===== config.mk =====
export PLATFORM = sky130hd
export DESIGN_NAME = uart_rx
export DESIGN_NICKNAME = d
export VERILOG_FILES = /design/src/rtl/uart_rx.sv
export SDC_FILE = /design/constraint.sdc
export NUM_CORES = 1
export LEC_CHECK = 0
export CAP_MARGIN = 10
export CELL_PAD_IN_SITES_DETAIL_PLACEMENT = 2
export CELL_PAD_IN_SITES_GLOBAL_PLACEMENT = 2
export CORE_MARGIN = 5
export CORE_UTILIZATION = 42
export DETAILED_ROUTE_END_ITERATION = 10
export PLACE_DENSITY_LB_ADDON = 0.1
export SYNTH_ARGS = -nofsm -noshare
export SYNTH_HDL_FRONTEND = slang
export SYNTH_SLANG_ARGS = --single-unit

===== constraint.sdc =====
create_clock -name clk -period 3.1 [get_ports clk]
set_clock_uncertainty 0.1 [all_clocks]
set_input_delay 0.62 -clock clk [delete_from_list [all_inputs] [get_ports clk]]
set_output_delay 0.62 -clock clk [all_outputs]
set_load 0.1 [all_outputs]

===== src/rtl/uart_rx.sv =====
// 8N1 UART receiver: 2-FF synchronized rxd, mid-bit sampling FSM, FWFT receive FIFO
// with sticky framing/overrun flags.
module uart_rx #(
  parameter int CLK_FREQ   = 100_000_000,
  parameter int BAUD       = 115200,
  parameter int FIFO_DEPTH = 16
) (
  input  logic                          clk,
  input  logic                          reset,
  input  logic                          rxd,
  input  logic                          rd_en,
  output logic [7:0]                    dout,
  output logic                          empty,
  output logic [$clog2(FIFO_DEPTH):0]   count,
  output logic                          frame_err,
  output logic                          overrun,
  input  logic                          clr_err
);

  localparam int CPB = CLK_FREQ / BAUD;
  localparam int CW  = $clog2(CPB);
  localparam int AW  = $clog2(FIFO_DEPTH);
  localparam int NW  = AW + 1;
  localparam logic [CW-1:0] CNT_HALF = CW'(CPB / 2 - 1);
  localparam logic [CW-1:0] CNT_FULL = CW'(CPB - 1);
  localparam logic [NW-1:0] DEPTH_N  = NW'(FIFO_DEPTH);

  typedef enum logic [1:0] {
    ST_IDLE  = 2'd0,
    ST_START = 2'd1,
    ST_DATA  = 2'd2,
    ST_STOP  = 2'd3
  } state_t;

  logic          sync1_r;
  logic          rxs_r;
  state_t        state_r;
  logic [CW-1:0] cnt_r;
  logic [2:0]    idx_r;
  logic [7:0]    shreg_r;

  logic [7:0]    mem_r [FIFO_DEPTH];
  logic [AW-1:0] wr_ptr_r;
  logic [AW-1:0] rd_ptr_r;
  logic [NW-1:0] count_r;
  logic [7:0]    dout_r;
  logic          empty_r;
  logic          frame_err_r;
  logic          overrun_r;

  logic          stop_tick_s;
  logic          push_s;
  logic          frame_s;
  logic          full_s;
  logic          pop_s;
  logic          wr_s;
  logic          drop_s;
  logic [AW-1:0] rd_next_s;
  logic [NW-1:0] count_next_s;
  logic [7:0]    head_next_s;

  // Two-stage synchronizer for the asynchronous serial line (idle high)
  always_ff @(posedge clk or negedge reset) begin
    if (!reset) begin
      sync1_r <= 1'b1;
      rxs_r   <= 1'b1;
    end else begin
      sync1_r <= rxd;
      rxs_r   <= sync1_r;
    end
  end

  // Receive FSM: start qualification at half bit, then one sample per bit period
  always_ff @(posedge clk or negedge reset) begin
    if (!reset) begin
      state_r <= ST_IDLE;
      cnt_r   <= '0;
      idx_r   <= 3'd0;
      shreg_r <= 8'h00;
    end else begin
      case (state_r)
        ST_IDLE: begin
          cnt_r <= '0;
          if (!rxs_r) state_r <= ST_START;
          else        state_r <= ST_IDLE;
        end
        ST_START: begin
          if (cnt_r == CNT_HALF) begin
            cnt_r   <= '0;
            idx_r   <= 3'd0;
            state_r <= rxs_r ? ST_IDLE : ST_DATA;
          end else begin
            cnt_r <= cnt_r + CW'(1);
          end
        end
        ST_DATA: begin
          if (cnt_r == CNT_FULL) begin
            cnt_r          <= '0;
            shreg_r[idx_r] <= rxs_r;
            if (idx_r == 3'd7) state_r <= ST_STOP;
            else               idx_r   <= idx_r + 3'd1;
          end else begin
            cnt_r <= cnt_r + CW'(1);
          end
        end
        ST_STOP: begin
          // Re-arm at mid-stop so a back-to-back start edge is not missed
          if (cnt_r == CNT_FULL) begin
            cnt_r   <= '0;
            state_r <= ST_IDLE;
          end else begin
            cnt_r <= cnt_r + CW'(1);
          end
        end
        default: begin
          cnt_r   <= '0;
          idx_r   <= 3'd0;
          state_r <= ST_IDLE;
        end
      endcase
    end
  end

  // FIFO control decode; next head is precomputed so dout can be a register
  always_comb begin
    stop_tick_s  = (state_r == ST_STOP) && (cnt_r == CNT_FULL);
    push_s       = stop_tick_s && rxs_r;
    frame_s      = stop_tick_s && !rxs_r;
    full_s       = (count_r == DEPTH_N);
    pop_s        = rd_en && !empty_r;
    wr_s         = push_s && (!full_s || pop_s);
    drop_s       = push_s && full_s && !pop_s;
    rd_next_s    = pop_s ? (rd_ptr_r + AW'(1)) : rd_ptr_r;
    count_next_s = count_r;
    if (wr_s && !pop_s) begin
      count_next_s = count_r + NW'(1);
    end else if (pop_s && !wr_s) begin
      count_next_s = count_r - NW'(1);
    end else begin
      count_next_s = count_r;
    end
    if (count_next_s == '0) begin
      head_next_s = 8'h00;
    end else if (wr_s && (rd_next_s == wr_ptr_r)) begin
      head_next_s = shreg_r;
    end else begin
      head_next_s = mem_r[rd_next_s];
    end
  end

  // FIFO storage, pointers and registered head/level outputs
  always_ff @(posedge clk or negedge reset) begin
    if (!reset) begin
      wr_ptr_r <= '0;
      rd_ptr_r <= '0;
      count_r  <= '0;
      dout_r   <= 8'h00;
      empty_r  <= 1'b1;
      for (int i = 0; i < FIFO_DEPTH; i++) mem_r[i] <= 8'h00;
    end else begin
      if (wr_s) begin
        mem_r[wr_ptr_r] <= shreg_r;
        wr_ptr_r        <= wr_ptr_r + AW'(1);
      end
      rd_ptr_r <= rd_next_s;
      count_r  <= count_next_s;
      dout_r   <= head_next_s;
      empty_r  <= (count_next_s == '0);
    end
  end

  // Sticky error flags; a fresh error outranks a simultaneous clear
  always_ff @(posedge clk or negedge reset) begin
    if (!reset) begin
      frame_err_r <= 1'b0;
      overrun_r   <= 1'b0;
    end else begin
      frame_err_r <= frame_s | (frame_err_r & ~clr_err);
      overrun_r   <= drop_s  | (overrun_r   & ~clr_err);
    end
  end

  assign dout      = dout_r;
  assign empty     = empty_r;
  assign count     = count_r;
  assign frame_err = frame_err_r;
  assign overrun   = overrun_r;

endmodule


==> results.sh <==
export IMPL_power_density_mw_per_mm2=467
export IMPL_worstSkewPairLatency_ns=0.43
export IMPL_final_area_sq_mm=0.00982
export IMPL_dp_hpwl_microns=17000
export IMPL_area_growth_synth_to_final_pct=15.6
export IMPL_cts_root_buf="clkbuf_16"
export IMPL_die_area_sq_mm=0.0232
export IMPL_path_max_fanout=8
export IMPL_routedWlPerCell_microns=22.9
export IMPL_instances_no_fill=1095
export IMPL_maxSlewHeadroom_pct=45.3
export IMPL_holdBufCountCts=0
export IMPL_ir_worst_vdd_uv=362
export IMPL_n_antenna_cell=0
export IMPL_clock_path_buffers=2
export IMPL_postCtsSetupBuffers=0
export IMPL_cts_tree="built"
export IMPL_final_common_cell="dfrtp_1"
export IMPL_period_minus_slack_ns=2.84
export IMPL_place_inst=1063
export IMPL_synth_avg_cell_area_sq_um=10.8
export IMPL_drv_cap=0
export IMPL_die_y_microns=152
export IMPL_grt_antenna_before_repair=0
export IMPL_multi_input_area_sq_mm=0.00384
export IMPL_avgViaCountPerCell=5.55
export IMPL_ant_nets=0
export IMPL_cp_end_kind="flop"
export IMPL_status="completed"
export IMPL_cts_resized=0
export IMPL_dr_pass1_iters=4
export IMPL_place_congestion=0.770
export IMPL_nNetsFinal=829
export IMPL_synth_compound_gate_area_share_pct=3.80
export IMPL_rows=52
export IMPL_fp_dieW_microns=152
export IMPL_clock_fmax_mhz=352
export IMPL_power_leakage_nw=4.63
export IMPL_final_util_pct=48.8
export IMPL_synth_area_mux_share_pct=18.4
export IMPL_crit_required_ns=3.31
export IMPL_critPathCapture="mem_r[67]$_DFFE_PN0P_"
export IMPL_synth_top_area_share_pct=51.3
export IMPL_worstSetupPathType="flop to flop"
export IMPL_yosys_area_share_simple_pct=18.3
export IMPL_r2r_end="mem_r[67]$_DFFE_PN0P_"
export IMPL_nFillCells=1999
export IMPL_synth_seq_cells=177
export IMPL_worstPathArrival_ns=3.05
export IMPL_worst_hold_slack_ns=0.0444
export IMPL_synth_top_area_cell="dfrtp_1"
export IMPL_wirelength_microns=25100
export IMPL_synth_cell_types=49
export IMPL_synthAdderAreaFrac_pct=1.77
export IMPL_grt_pass1_vias=7153
export IMPL_remaining_drc_errors=0
export IMPL_port_buffers=20
export IMPL_cts_max_level=4
export IMPL_fp_coreArea_sq_mm=0.0201
export IMPL_fin_crit_sh_pct=91.7
export IMPL_synth_xor_area_share_pct=2.46
export IMPL_worst_slew_pin_slew_ns=0.820
export IMPL_setup_violations=0
export IMPL_ys_seq_area_share_pct=52.2
export IMPL_clk_pin_slew_ns=0.07
export IMPL_holdCritPathClass="input port to asynchronous set/reset pin"
export IMPL_start_kind="flop"
export IMPL_final_cell_mix="dfrtp_1, nand2_1, mux2_2"
export IMPL_syn_nets=801
export IMPL_final_setup_tns_ns=0
export IMPL_postPlaceCellArea_sq_mm=0.00923
export IMPL_seqCellArea_sq_mm=0.00443
export IMPL_vias=6077
export IMPL_worst_r2r_setup_slack_ns=0.26
export IMPL_grt_max_degree=63
export IMPL_syn_inst=784
export IMPL_drtIter0Drc=168
export IMPL_clkSinkCount=177
export IMPL_cts_buffers=17
export IMPL_final_hold_violation_count=0
export IMPL_drive_above_1_share_pct=29.1
export IMPL_grt_pass1_wl_microns=41400
export IMPL_drv_slew=0
export IMPL_startpoint="count[0]$_DFF_PN0_"
export IMPL_synth_top_family_by_area="multiplexers"
export IMPL_initial_core_util_pct=42.2
export IMPL_r2r_start="count[0]$_DFF_PN0_"
export IMPL_synth_edf_count=0
export IMPL_r2r_cells=9
export IMPL_ys_flop_type="dfrtp_1"
export IMPL_syn_area_sq_mm=0.00849
export IMPL_io_pins=21
export IMPL_ys_warn_count=0
export IMPL_grt_usage_pct=22.7
export IMPL_synthArstFlopShare_pct=100
export IMPL_gr_total_overflow=0
export IMPL_rsz0062_at_grt="false"
export IMPL_synthTopCellsByArea="dfrtp_1, mux2_2, nand2_1"
## where the power goes
group	internal, mW	switching, mW
sequential	2.31	0.00379
clock	1.16	1.00
combinational	0.0224	0.0825
total	3.49	1.09
## synth_stat cells (5+ instances only)
cell and instances:
a21oi_1 6, a31oi_1 9, buf_2 7, clkbuf_1 32, dfrtp_1 174, ha_1 12, inv_1 13, mux2_2 136
nand2_1 164, nand2b_1 10, nand3_1 66, nand4_1 21, nor2_1 25, nor2b_1 7, nor3_1 7, nor3b_1 5
o211a_1 8, o21ai_0 13, xnor2_1 16, xor2_1 6
## layer usage
metal	wire length [microns]	global-route usage, %	up-vias
met1	11200	29.4	3199
li1	-	-	2773
met2	12800	39.2	76
met4	433	6.68	0
met5	0	0	-
met3	710	3.75	29
## through the flow
step	setup slack (ns)	total power, mW
floorplan	0.0805	2.38
global placement	0.0436	2.47
detailed placement	-0.0875	2.47
CTS	0.247	4.64
global route	0.0850	4.76
finish	0.259	4.58
## worst min-delay path by stage
stage | cells past startpoint | to | slack [ns]
after floorplan | 0 | asynchronous set/reset pin | 0.22
after global placement | 0 | rxs_r$_DFF_PN1_ | 0.25
after detailed placement | 0 | rxs_r$_DFF_PN1_ | 0.25
after CTS | 1 | count[2]$_DFF_PN0_ | 0.08
after global routing | 1 | count[2]$_DFF_PN0_ | 0.09
final | 1 | count[2]$_DFF_PN0_ | 0.04
## registers in the layout, summed over array words and instances, names as in the netlist, 3 cells and up, named ones only
name and flops:
cnt_r 10, count 5, dout 8, idx_r 3
mem_r 128, rd_ptr_r 4, shreg_r 8, wr_ptr_r 4
## kinds of logic (layout without fill, tap and decap cells)
kind of cell	count (synthesis)	count (layout)
AO/OA/AOI/OAI	47	47
flip-flops	177	177
XOR/XNOR	23	23
adder cells (fa/ha/maj)	12	12
multiplexers	138	138
buffers and inverters	59	100
AND/OR/NAND/NOR	328	328
## worst max-delay path: stages (launching register included)
cell and delay, ns:
dfrtp_1 0.45, inv_1 0.16, ha_1 0.16, nand3b_1 0.08
nor2_1 0.26, nand2_1 0.15, and4_2 0.30, and2_1 0.24
nand2_1 0.41, mux2_2 0.40
## area by class of cell
type                            count  share of cell area [%]
Timing Repair Buffer               54                    5.77
Clock inverter                     14                    1.49
Sequential cell                   177                    45.2
Tap cell                          270                    3.44
Multi-Input combinational cell    548                    39.1
Inverter                           14                   0.535
Clock buffer                       18                    4.47
(Power assumes the default switching activity.)
==> RTL edit: new RTL, config.mk and constraints unchanged <==
Make the reset (`reset`) synchronous in 4 clocked blocks. Comments in the files are not updated.
--- a/src/rtl/uart_rx.sv
+++ b/src/rtl/uart_rx.sv
@@ -61,5 +61,5 @@
 
   // Two-stage synchronizer for the asynchronous serial line (idle high)
-  always_ff @(posedge clk or negedge reset) begin
+  always_ff @(posedge clk) begin
     if (!reset) begin
       sync1_r <= 1'b1;
@@ -72,5 +72,5 @@
 
   // Receive FSM: start qualification at half bit, then one sample per bit period
-  always_ff @(posedge clk or negedge reset) begin
+  always_ff @(posedge clk) begin
     if (!reset) begin
       state_r <= ST_IDLE;
@@ -150,5 +150,5 @@
 
   // FIFO storage, pointers and registered head/level outputs
-  always_ff @(posedge clk or negedge reset) begin
+  always_ff @(posedge clk) begin
     if (!reset) begin
       wr_ptr_r <= '0;
@@ -171,5 +171,5 @@
 
   // Sticky error flags; a fresh error outranks a simultaneous clear
-  always_ff @(posedge clk or negedge reset) begin
+  always_ff @(posedge clk) begin
     if (!reset) begin
       frame_err_r <= 1'b0;
Behaviour: no difference found for any inputs over 10 cycles, from zero or initial values and one cycle with reset low; that may be too few to reach the edited logic, so the function may still have changed.
==> RTL edit against the original RTL <==
Design area up 4.1%; synthesized area increased by 3.1%; wire length is 1.6% higher; sequential cell count did not move; setup slack lost 0.086 ns; count of clock-buffer cells in the layout is 1 lower; critical path type is now primary input to register; critical endpoint is now dout[3]; highest routed layer unchanged.
Power is not compared: it rests on default switching activity, and its combinational part moved more than twofold at a synthesized area within 25%.
==> RTL edit: results <==
# TYPE chip_impl_metric gauge
chip_impl_metric{name="detailroute.wirelength.met3",unit="um"} 894
chip_impl_metric{name="tightestPinTransition",unit="ns"} 0.939
chip_impl_info{name="run_status",value="completed"} 1
chip_impl_metric{name="mappedNetlistNets",unit=""} 749
chip_impl_metric{name="r2r_setup_slack",unit="ns"} 0.36
chip_impl_metric{name="largest_fanout_of_any_net_on_the_critical_path",unit=""} 22
chip_impl_metric{name="grt_first_pass_wirelength",unit="um"} 40300
chip_impl_metric{name="numPlacedInstances",unit=""} 1047
chip_impl_metric{name="synth_compound_area_share",unit="%"} 8.53
chip_impl_metric{name="dp_hpwl",unit="um"} 17800
chip_impl_metric{name="synth_enable_flop_cells",unit=""} 128
chip_impl_metric{name="worst_ep_arrival_time",unit="ns"} 3.19
chip_impl_metric{name="first_iter_violations",unit=""} 280
chip_impl_metric{name="met2_wirelength",unit="um"} 13400
chip_impl_metric{name="drt-met1-wl",unit="um"} 10400
chip_impl_metric{name="drive_gt1_share",unit="%"} 21.7
chip_impl_metric{name="grt_use_met1",unit="%"} 26.1
chip_impl_info{name="worstReg2RegEnd",value="dout[7]"} 1
chip_impl_metric{name="crit_path_max_incr_delay",unit="ns"} 0.50
chip_impl_metric{name="pre_cts_setup_slack",unit="ns"} -0.315
chip_impl_metric{name="final_cell_area",unit="um2"} 10200
chip_impl_metric{name="syn-instance-count",unit=""} 732
chip_impl_metric{name="grt_max_degree",unit=""} 49
chip_impl_metric{name="vias",unit=""} 5970
chip_impl_metric{name="globalRouteMet3Util",unit="%"} 3.69
chip_impl_metric{name="filler_cell_count",unit=""} 1983
chip_impl_info{name="worst_r2r_startpoint",value="rd_ptr_r[0]"} 1
chip_impl_info{name="cp_slowest_cell",value="sky130_fd_sc_hd__clkdlybuf4s50_1"} 1
chip_impl_metric{name="vias_per_cell",unit=""} 5.54
chip_impl_metric{name="synthXorXnorAreaFrac",unit="%"} 3.12
chip_impl_metric{name="asyncSetResetFlopFracSynth",unit="%"} 0
==> RTL edit: cell types whose count changed after synthesis, moves of 19 or more <==
cell / unedited run / this run
sky130_fd_sc_hd__edfxtp_1: 0 / 128
sky130_fd_sc_hd__and2_1: 4 / 119
sky130_fd_sc_hd__a211oi_1: 0 / 19
sky130_fd_sc_hd__dfxtp_1: 0 / 49
sky130_fd_sc_hd__mux2_2: 136 / 15
sky130_fd_sc_hd__nand3_1: 66 / 16
sky130_fd_sc_hd__dfrtp_1: 174 / 0
sky130_fd_sc_hd__nor2b_1: 7 / 31
sky130_fd_sc_hd__mux2i_1: 1 / 46
sky130_fd_sc_hd__nand2_1: 164 / 21
==> RTL edit: area by class of cell <==
cell class | instances | area share, %
Clock buffer | 17 | 4.16
Tap cell | 270 | 3.31
Multi-Input combinational cell | 500 | 35.8
Inverter | 13 | 0.478
Sequential cell | 177 | 47.3
Timing Repair Buffer | 87 | 7.71
Clock inverter | 14 | 1.27
